==> src/rtl/lfsr_pattern_ctrl_if.sv <==
// Bus for the 3-bit LFSR pattern sequencer: board-side control/result signals plus the LFSR drive/observe lines.
// Optional port pattern_sig exists only when LFSR_PATTERN_SIG_EN is defined.
interface lfsr_pattern_ctrl_if #(
  parameter int WIDTH      = 3,
  parameter int MAX_CYCLES = 15
) ();
  localparam int CW = $clog2(MAX_CYCLES + 1);

  // start is only accepted while busy is low; done pulses once per accepted start,
  // and period/timeout/stuck/lfsr_tap_sel stay valid from that pulse until the next accept.
  logic             start;
  logic [WIDTH-1:0] tap_sel_in;
  logic [WIDTH-1:0] lfsr_out;
  logic             lfsr_clear;
  logic             lfsr_enable;
  logic [WIDTH-1:0] lfsr_tap_sel;
  logic             busy;
  logic             done;
  logic [CW-1:0]    period;
  logic             timeout;
  logic             stuck;
`ifdef LFSR_PATTERN_SIG_EN
  logic [WIDTH-1:0] pattern_sig;
`endif

  modport master (
    output start, tap_sel_in, lfsr_out,
`ifdef LFSR_PATTERN_SIG_EN
    input  pattern_sig,
`endif
    input  lfsr_clear, lfsr_enable, lfsr_tap_sel, busy, done, period, timeout, stuck
  );

  modport slave (
    input  start, tap_sel_in, lfsr_out,
`ifdef LFSR_PATTERN_SIG_EN
    output pattern_sig,
`endif
    output lfsr_clear, lfsr_enable, lfsr_tap_sel, busy, done, period, timeout, stuck
  );
endinterface

==> src/rtl/lfsr_pattern_ctrl.sv <==
// Measures the period of the test-pattern LFSR for a latched tap selection, flagging timeout or a stuck pattern.
// Define LFSR_PATTERN_SIG_EN to add the XOR signature output pattern_sig.
module lfsr_pattern_ctrl #(
  parameter int WIDTH      = 3,
  parameter int MAX_CYCLES = 15
) (
  input  logic                clk,
  input  logic                reset,
  lfsr_pattern_ctrl_if.slave  bus,
  output logic [2:0]          state_dbg
);
  localparam int CW = $clog2(MAX_CYCLES + 1);
  localparam logic [CW-1:0] MAX_STEPS = CW'(MAX_CYCLES);

  typedef enum logic [2:0] {
    IDLE  = 3'd0,
    CLEAR = 3'd1,
    ARM   = 3'd2,
    RUN   = 3'd3,
    DONE  = 3'd4
  } state_t;

  state_t           state_q, state_d;
  logic [WIDTH-1:0] tap_q, tap_d;
  logic [CW-1:0]    period_q, period_d;
  logic             timeout_q, timeout_d;
  logic             stuck_q, stuck_d;
  logic [WIDTH-1:0] start_val_q, start_val_d;
  logic [WIDTH-1:0] prev_q, prev_d;
  logic [CW-1:0]    steps_q, steps_d;
`ifdef LFSR_PATTERN_SIG_EN
  logic [WIDTH-1:0] sig_q, sig_d;
`endif

  logic lfsr_clear, lfsr_enable, done, busy;

  always_ff @(posedge clk or posedge reset) begin
    if (reset) begin
      state_q     <= IDLE;
      tap_q       <= '0;
      period_q    <= '0;
      timeout_q   <= 1'b0;
      stuck_q     <= 1'b0;
      start_val_q <= '0;
      prev_q      <= '0;
      steps_q     <= '0;
`ifdef LFSR_PATTERN_SIG_EN
      sig_q       <= '0;
`endif
    end else begin
      state_q     <= state_d;
      tap_q       <= tap_d;
      period_q    <= period_d;
      timeout_q   <= timeout_d;
      stuck_q     <= stuck_d;
      start_val_q <= start_val_d;
      prev_q      <= prev_d;
      steps_q     <= steps_d;
`ifdef LFSR_PATTERN_SIG_EN
      sig_q       <= sig_d;
`endif
    end
  end

  always_comb begin
    state_d     = state_q;
    tap_d       = tap_q;
    period_d    = period_q;
    timeout_d   = timeout_q;
    stuck_d     = stuck_q;
    start_val_d = start_val_q;
    prev_d      = prev_q;
    steps_d     = steps_q;
`ifdef LFSR_PATTERN_SIG_EN
    sig_d       = sig_q;
`endif
    lfsr_clear  = 1'b0;
    lfsr_enable = 1'b0;
    done        = 1'b0;
    busy        = (state_q != IDLE);

    case (state_q)
      IDLE: begin
        if (bus.start) begin
          tap_d     = bus.tap_sel_in;
          period_d  = '0;
          timeout_d = 1'b0;
          stuck_d   = 1'b0;
`ifdef LFSR_PATTERN_SIG_EN
          sig_d     = '0;
`endif
          state_d   = CLEAR;
        end
      end
      CLEAR: begin
        lfsr_clear = 1'b1;
        state_d    = ARM;
      end
      ARM: begin
        // The cleared value seen here is the reference the pattern must return to.
        lfsr_enable = 1'b1;
        start_val_d = bus.lfsr_out;
        prev_d      = bus.lfsr_out;
        steps_d     = CW'(1);
`ifdef LFSR_PATTERN_SIG_EN
        sig_d       = bus.lfsr_out;
`endif
        state_d     = RUN;
      end
      RUN: begin
        lfsr_enable = 1'b1;
`ifdef LFSR_PATTERN_SIG_EN
        sig_d       = sig_q ^ bus.lfsr_out;
`endif
        // Stuck outranks a return to start so a fixed point never reports period 1.
        if (bus.lfsr_out == prev_q) begin
          stuck_d  = 1'b1;
          period_d = '0;
          state_d  = DONE;
        end else if (bus.lfsr_out == start_val_q) begin
          period_d = steps_q;
          state_d  = DONE;
        end else if (steps_q == MAX_STEPS) begin
          timeout_d = 1'b1;
          period_d  = '0;
          state_d   = DONE;
        end else begin
          prev_d  = bus.lfsr_out;
          steps_d = steps_q + CW'(1);
        end
      end
      DONE: begin
        done    = 1'b1;
        state_d = IDLE;
      end
      default: state_d = IDLE;
    endcase
  end

  assign bus.lfsr_clear   = lfsr_clear;
  assign bus.lfsr_enable  = lfsr_enable;
  assign bus.done         = done;
  assign bus.busy         = busy;
  assign bus.lfsr_tap_sel = tap_q;
  assign bus.period       = period_q;
  assign bus.timeout      = timeout_q;
  assign bus.stuck        = stuck_q;
`ifdef LFSR_PATTERN_SIG_EN
  assign bus.pattern_sig  = sig_q;
`endif
  assign state_dbg        = state_q;
endmodule

==> src/flat_wrapper.sv <==
// flat-port wrapper written by rule: the top's interface ports become plain ports
module lfsr_pattern_ctrl_flat 
#(
  parameter int WIDTH      = 3,
  parameter int MAX_CYCLES = 15
)
  (clk, reset, state_dbg, bus_start, bus_tap_sel_in, bus_lfsr_out, bus_lfsr_clear, bus_lfsr_enable, bus_lfsr_tap_sel, bus_busy, bus_done, bus_period, bus_timeout, bus_stuck);
  lfsr_pattern_ctrl_if #(.WIDTH(WIDTH), .MAX_CYCLES(MAX_CYCLES)) bus_i ();
  input  logic clk;
  input  logic reset;
  output logic [2:0] state_dbg;
  input wire logic [$bits(bus_i.start)-1:0] bus_start;
  input wire logic [$bits(bus_i.tap_sel_in)-1:0] bus_tap_sel_in;
  input wire logic [$bits(bus_i.lfsr_out)-1:0] bus_lfsr_out;
  output wire logic [$bits(bus_i.lfsr_clear)-1:0] bus_lfsr_clear;
  output wire logic [$bits(bus_i.lfsr_enable)-1:0] bus_lfsr_enable;
  output wire logic [$bits(bus_i.lfsr_tap_sel)-1:0] bus_lfsr_tap_sel;
  output wire logic [$bits(bus_i.busy)-1:0] bus_busy;
  output wire logic [$bits(bus_i.done)-1:0] bus_done;
  output wire logic [$bits(bus_i.period)-1:0] bus_period;
  output wire logic [$bits(bus_i.timeout)-1:0] bus_timeout;
  output wire logic [$bits(bus_i.stuck)-1:0] bus_stuck;
  assign bus_i.start = bus_start;
  assign bus_i.tap_sel_in = bus_tap_sel_in;
  assign bus_i.lfsr_out = bus_lfsr_out;
  assign bus_lfsr_clear = bus_i.lfsr_clear;
  assign bus_lfsr_enable = bus_i.lfsr_enable;
  assign bus_lfsr_tap_sel = bus_i.lfsr_tap_sel;
  assign bus_busy = bus_i.busy;
  assign bus_done = bus_i.done;
  assign bus_period = bus_i.period;
  assign bus_timeout = bus_i.timeout;
  assign bus_stuck = bus_i.stuck;
  lfsr_pattern_ctrl #(.WIDTH(WIDTH), .MAX_CYCLES(MAX_CYCLES)) u_core (.clk(clk), .reset(reset), .bus(bus_i), .state_dbg(state_dbg));
endmodule
==> config.mk <==
export PLATFORM = sky130hd
export DESIGN_NAME = lfsr_pattern_ctrl_flat
export DESIGN_NICKNAME = d
export VERILOG_FILES = /design/src/rtl/lfsr_pattern_ctrl_if.sv /design/src/rtl/lfsr_pattern_ctrl.sv /design/src/flat_wrapper.sv
export SDC_FILE = /design/constraint.sdc
export NUM_CORES = 1
export LEC_CHECK = 0
export CAP_MARGIN = 0
export CORE_MARGIN = 4
export CORE_UTILIZATION = 50
export DETAILED_ROUTE_END_ITERATION = 10
export GPL_ROUTABILITY_DRIVEN = 0
export GPL_TIMING_DRIVEN = 0
export HOLD_SLACK_MARGIN = 0.1
export PLACE_DENSITY_LB_ADDON = 0.05
export SETUP_SLACK_MARGIN = 0.02
export SLEW_MARGIN = 25
export SYNTH_ARGS = -nofsm -noshare
export SYNTH_HDL_FRONTEND = slang
export SYNTH_SLANG_ARGS = --single-unit
export TNS_END_PERCENT = 10
==> constraint.sdc <==
create_clock -name clk -period 2.4 [get_ports clk]
set_input_delay 0.36 -clock clk [delete_from_list [all_inputs] [get_ports clk]]
set_output_delay 0.36 -clock clk [all_outputs]
set_load 0.02 [all_outputs]
==> out/results.txt <==
Summing the areas of all compound-gate instances in the mapped netlist gives 15.8% of the synthesized area. Buffer levels on the longest clock path: 2. The endpoint identified for the worst register-to-register timing path is u_core.prev_q[1]. The clock latency reported for the late side of the worst-skew pair was 310 ps. The die covers 0.00311 sq mm. From left edge to right edge, the die measures 55.7 microns. The worst path needs 2250 ps of the cycle, external delays included. Dividing the detail-routed wire length by the instance count gives 15.2 microns. The count of antenna diodes in the layout is 0, and the number of flip-flops and latches in the synthesized netlist is 22.

STA classifies the critical path startpoint as a flip-flop. Most frequent standard cell in the layout excluding fill and tap cells: sky130_fd_sc_hd__clkdlybuf4s50_1. The highest fanout seen on the critical path is 10.

After synthesis, the largest family of logic cells by area is simple AND/OR/NAND/NOR gates. Dividing total power by cell area gives a power density of 1490 mW/mm^2. The area of the core region was 0.00219 sq mm; the number of nets still failing antenna checks after routing was 0. Number of slew-limit violations in the final report: 0. The signal on the critical path passes through clkbuf_2 > nor2_1 > and2_1 > clkdlybuf4s50_1. The run gives 0 as the number of endpoints failing setup at the final stage.

For this design the top-level I/O count stands at 25. After technology mapping, the gate count stands at 109. The analysis attributes to cell leakage a power of 0.613 nW. Cells with a size suffix above 1 make up 15.3% of the layout. The clock tree root buffer cell was sky130_fd_sc_hd__clkbuf_4. For this block, the routed nets add up to 2510 microns of wire. The synthesized-area fraction occupied by and/or/nand/nor cells is 21.1%, and the total nets after synthesis is 119. The global routing stage identified its most utilized layer as met2. The logs give 166 for the number of filler cells placed in the layout and 497 ps for the final hold slack. In this design, the stage delay of the slowest critical-path cell is 600 ps.

After detailed routing, the number of vias per cell comes to 5.89. In the layout the commonest cells are 23 x sky130_fd_sc_hd__clkdlybuf4s50_1, 22 x sky130_fd_sc_hd__dfrtp_1, 10 x sky130_fd_sc_hd__nor2_1. The number of flops mapped to enable cells by yosys is 0.

The adder-cell share of the synthesized area is 1.10%, and the number of max-capacitance violations reported is 0. The maximum level of the CTS H-tree is 1. During synthesis, Yosys emitted a total of 0 warnings. Each instance of the synthesized netlist takes up on average 10.5 sq um. Of the total synthesized cell area, the portion taken by XOR and XNOR cells is 4.61%. The fraction of registers with async set/reset was 100%.

The run gives 3 as the number of buffers created by CTS. Setup repair after global routing left no endpoint under its margin. For this design, the slowest cell found on the critical path is sky130_fd_sc_hd__clkdlybuf4s50_1. After routing, the total negative slack on setup checks comes to 0 ps. TritonCTS built the clock tree. From synthesis to final layout, the design area changed by 29.1%. Together, buffers and inverters on the worst path number 2. Start-to-end type of the worst setup path: reg2out.

The routed layout has 972 vias. In this run the vertical extent of the chip is 55.7 microns. The area share of the largest cell type after synthesis is 48.3%, and the wire length of the first global-routing pass is 4440 microns.

Global routing consumed, on the met1 layer, 24.9% of the routing resources. For the initial standard-cell utilization of the core, the log shows 52.0%. The final standard cell utilization of the core was 67.2%.

The tightest slew margin relative to the limit is 44.1%. The run gives 147 ps as the setup slack after layout. On the final layout, the worst clock skew is 7.22 ps. By area the synthesized netlist is led by sky130_fd_sc_hd__dfrtp_1 48%, sky130_fd_sc_hd__mux2_2 4.9%, sky130_fd_sc_hd__xnor2_1 4.6%, sky130_fd_sc_hd__nor2_1 3.3%, sky130_fd_sc_hd__a22o_1 3.1%. Most frequently used flop master after synthesis: sky130_fd_sc_hd__dfrtp_1.

The logs give 590 ps for the slack of the worst reg-to-reg path and 2.55% for the met3 global-route usage. Global routing consumed, on the met2 layer, 27.4% of the routing resources. The most critical setup path has its endpoint at bus_done. The first TritonRoute pass finished after 4 iterations. The number of antenna violations at the first check in global routing came out at 0.

At the pin with the least slew margin, the transition time is 837 ps. The DRC violation total after the first TritonRoute iteration was 27. The critical register-to-register path startpoint was u_core.steps_q[0].

The min-delay analysis places its worst path in the category in2async. The run gives 1890 ps as the data arrival time of the critical path. The worst setup path is captured at an output port.

The flow ran to the end, and the final reports show no timing, DRC or antenna violations. For this run, the total global-route usage over all layers was measured as 17.7%. Sequential elements use 48.3% of the synthesized area.

The clock transition time at the flip-flop clock pins of the worst setup and hold paths is 130 ps. The library cell occupying the most area in the post-synthesis netlist is sky130_fd_sc_hd__dfrtp_1. The run gives 0 as the final-report hold violation count.

Start point of the critical path: u_core.state_dbg[0]. The post-synthesis instance area is 0.00114 sq mm. The number of sinks on the clock net came out at 22. For this run, the top clock speed supported by timing is 444 MHz. Global routing finished with a remaining overflow of 0. The maximum vdd drop came out at 937 uV. The number of nets at the end of the flow is 148, and the number of buffers added for setup after CTS is 0. The half-perimeter wire length after placement is 1870 microns, and the setup slack at placement is 388 ps. After detailed routing, the number of remaining DRC violations is 0. The initialized floorplan defines 17 standard-cell rows. The number of global-route vias before repair was 945.

The post-route clock period utilization is 93.9%. Broken down by cell family, the worst path's largest delay share belongs to buffers and inverters. The critical path runs through a total of 4 cells. The number of cells on the worst reg-to-reg path works out to 6. The logs give 36 for the number of distinct library cell variants in the gate-level netlist after synthesis and 23 for the largest net degree at the start of global routing. At the worst endpoint, the required time is 2040 ps. In this run the tool buffered the top-level ports with 24 buffer cells.

The share of synthesized area spent on multiplexers came out at 5.93%.
Yosys cell counts, types with 2 or more instances:
cell,instances
sky130_fd_sc_hd__dfrtp_1,22
sky130_fd_sc_hd__nand2_1,7
sky130_fd_sc_hd__clkbuf_1,2
sky130_fd_sc_hd__a31oi_1,4
sky130_fd_sc_hd__a211oi_1,2
sky130_fd_sc_hd__nor2_2,2
sky130_fd_sc_hd__xnor2_1,6
sky130_fd_sc_hd__a22o_1,4
sky130_fd_sc_hd__o211ai_1,3
sky130_fd_sc_hd__a221oi_1,3
sky130_fd_sc_hd__and3_1,2
sky130_fd_sc_hd__and3_4,2
sky130_fd_sc_hd__mux2_2,5
sky130_fd_sc_hd__a21oi_1,2
sky130_fd_sc_hd__inv_1,3
sky130_fd_sc_hd__nor2_1,10
sky130_fd_sc_hd__nand3_1,7
sky130_fd_sc_hd__nor3_1,5
layer usage:
layer | vias up | part of all wire, %
li1 | 465 | -
met1 | 470 | 43
met2 | 31 | 50
met3 | 6 | 5.3
met4 | 0 | 1.4
met5 | - | 0
kinds of logic (layout without fill, tap and decap cells):
logic type / after synthesis / in the layout
AND/OR/NAND/NOR: 44 / 44
XOR/XNOR: 6 / 6
adder cells (fa/ha/maj): 1 / 1
flip-flops: 22 / 22
buffers and inverters: 7 / 35
AO/OA/AOI/OAI: 23 / 23
multiplexers: 6 / 6
through the flow:
step                power [mW]  cells  area [sq um]
floorplan                 1.50    109          1140
global placement          1.87    161          1420
detailed placement        1.92    161          1420
CTS                       2.21    165          1470
global route              2.36    165          1470
finish                    2.20    165          1470
area by class of cell:
type	count	area (sq um)	share of cell area [%]
Buffer	3	20.0	1.36
Clock buffer	3	22.5	1.53
Clock inverter	1	30.0	2.04
Inverter	4	17.5	1.19
Multi-Input combinational cell	80	553	37.6
Sequential cell	22	551	37.4
Tap cell	28	35.0	2.38
Timing Repair Buffer	24	243	16.5
timing repair:
action                                  4_1_cts  5_1_grt
resized for setup                             1        1
hold buffers                                  0        0
endpoints found under the setup margin        1        1
sequential cells by signal, summed over array words and instances (netlist names):
name                     count
u_core.state_dbg             3
u_core.bus.period            4
u_core.bus.stuck             1
u_core.prev_q                3
u_core.steps_q               4
u_core.bus.lfsr_tap_sel      3
u_core.start_val_q           3
u_core.bus.timeout           1
how the worst min path moves through the flow:
stage | start | slack [ps] | end | cells after the start
after floorplan | reset | 350 | u_core.bus.lfsr_tap_sel[0] | 1
after global placement | u_core.bus.lfsr_tap_sel[2] | 470 | u_core.bus.lfsr_tap_sel[2] | 1
after detailed placement | u_core.bus.lfsr_tap_sel[2] | 470 | u_core.bus.lfsr_tap_sel[2] | 1
after CTS | u_core.bus.lfsr_tap_sel[2] | 500 | u_core.bus.lfsr_tap_sel[2] | 1
after global routing | u_core.bus.lfsr_tap_sel[2] | 520 | u_core.bus.lfsr_tap_sel[2] | 1
final | reset | 500 | u_core.start_val_q[2] | 2
power breakdown:
| part | internal, mW | switching (mW) |
|---|---|---|
| Clock | 0.169 | 0.116 |
| Combinational | 0.561 | 0.664 |
| Sequential | 0.540 | 0.147 |
Power figures use the tool's default switching activity.
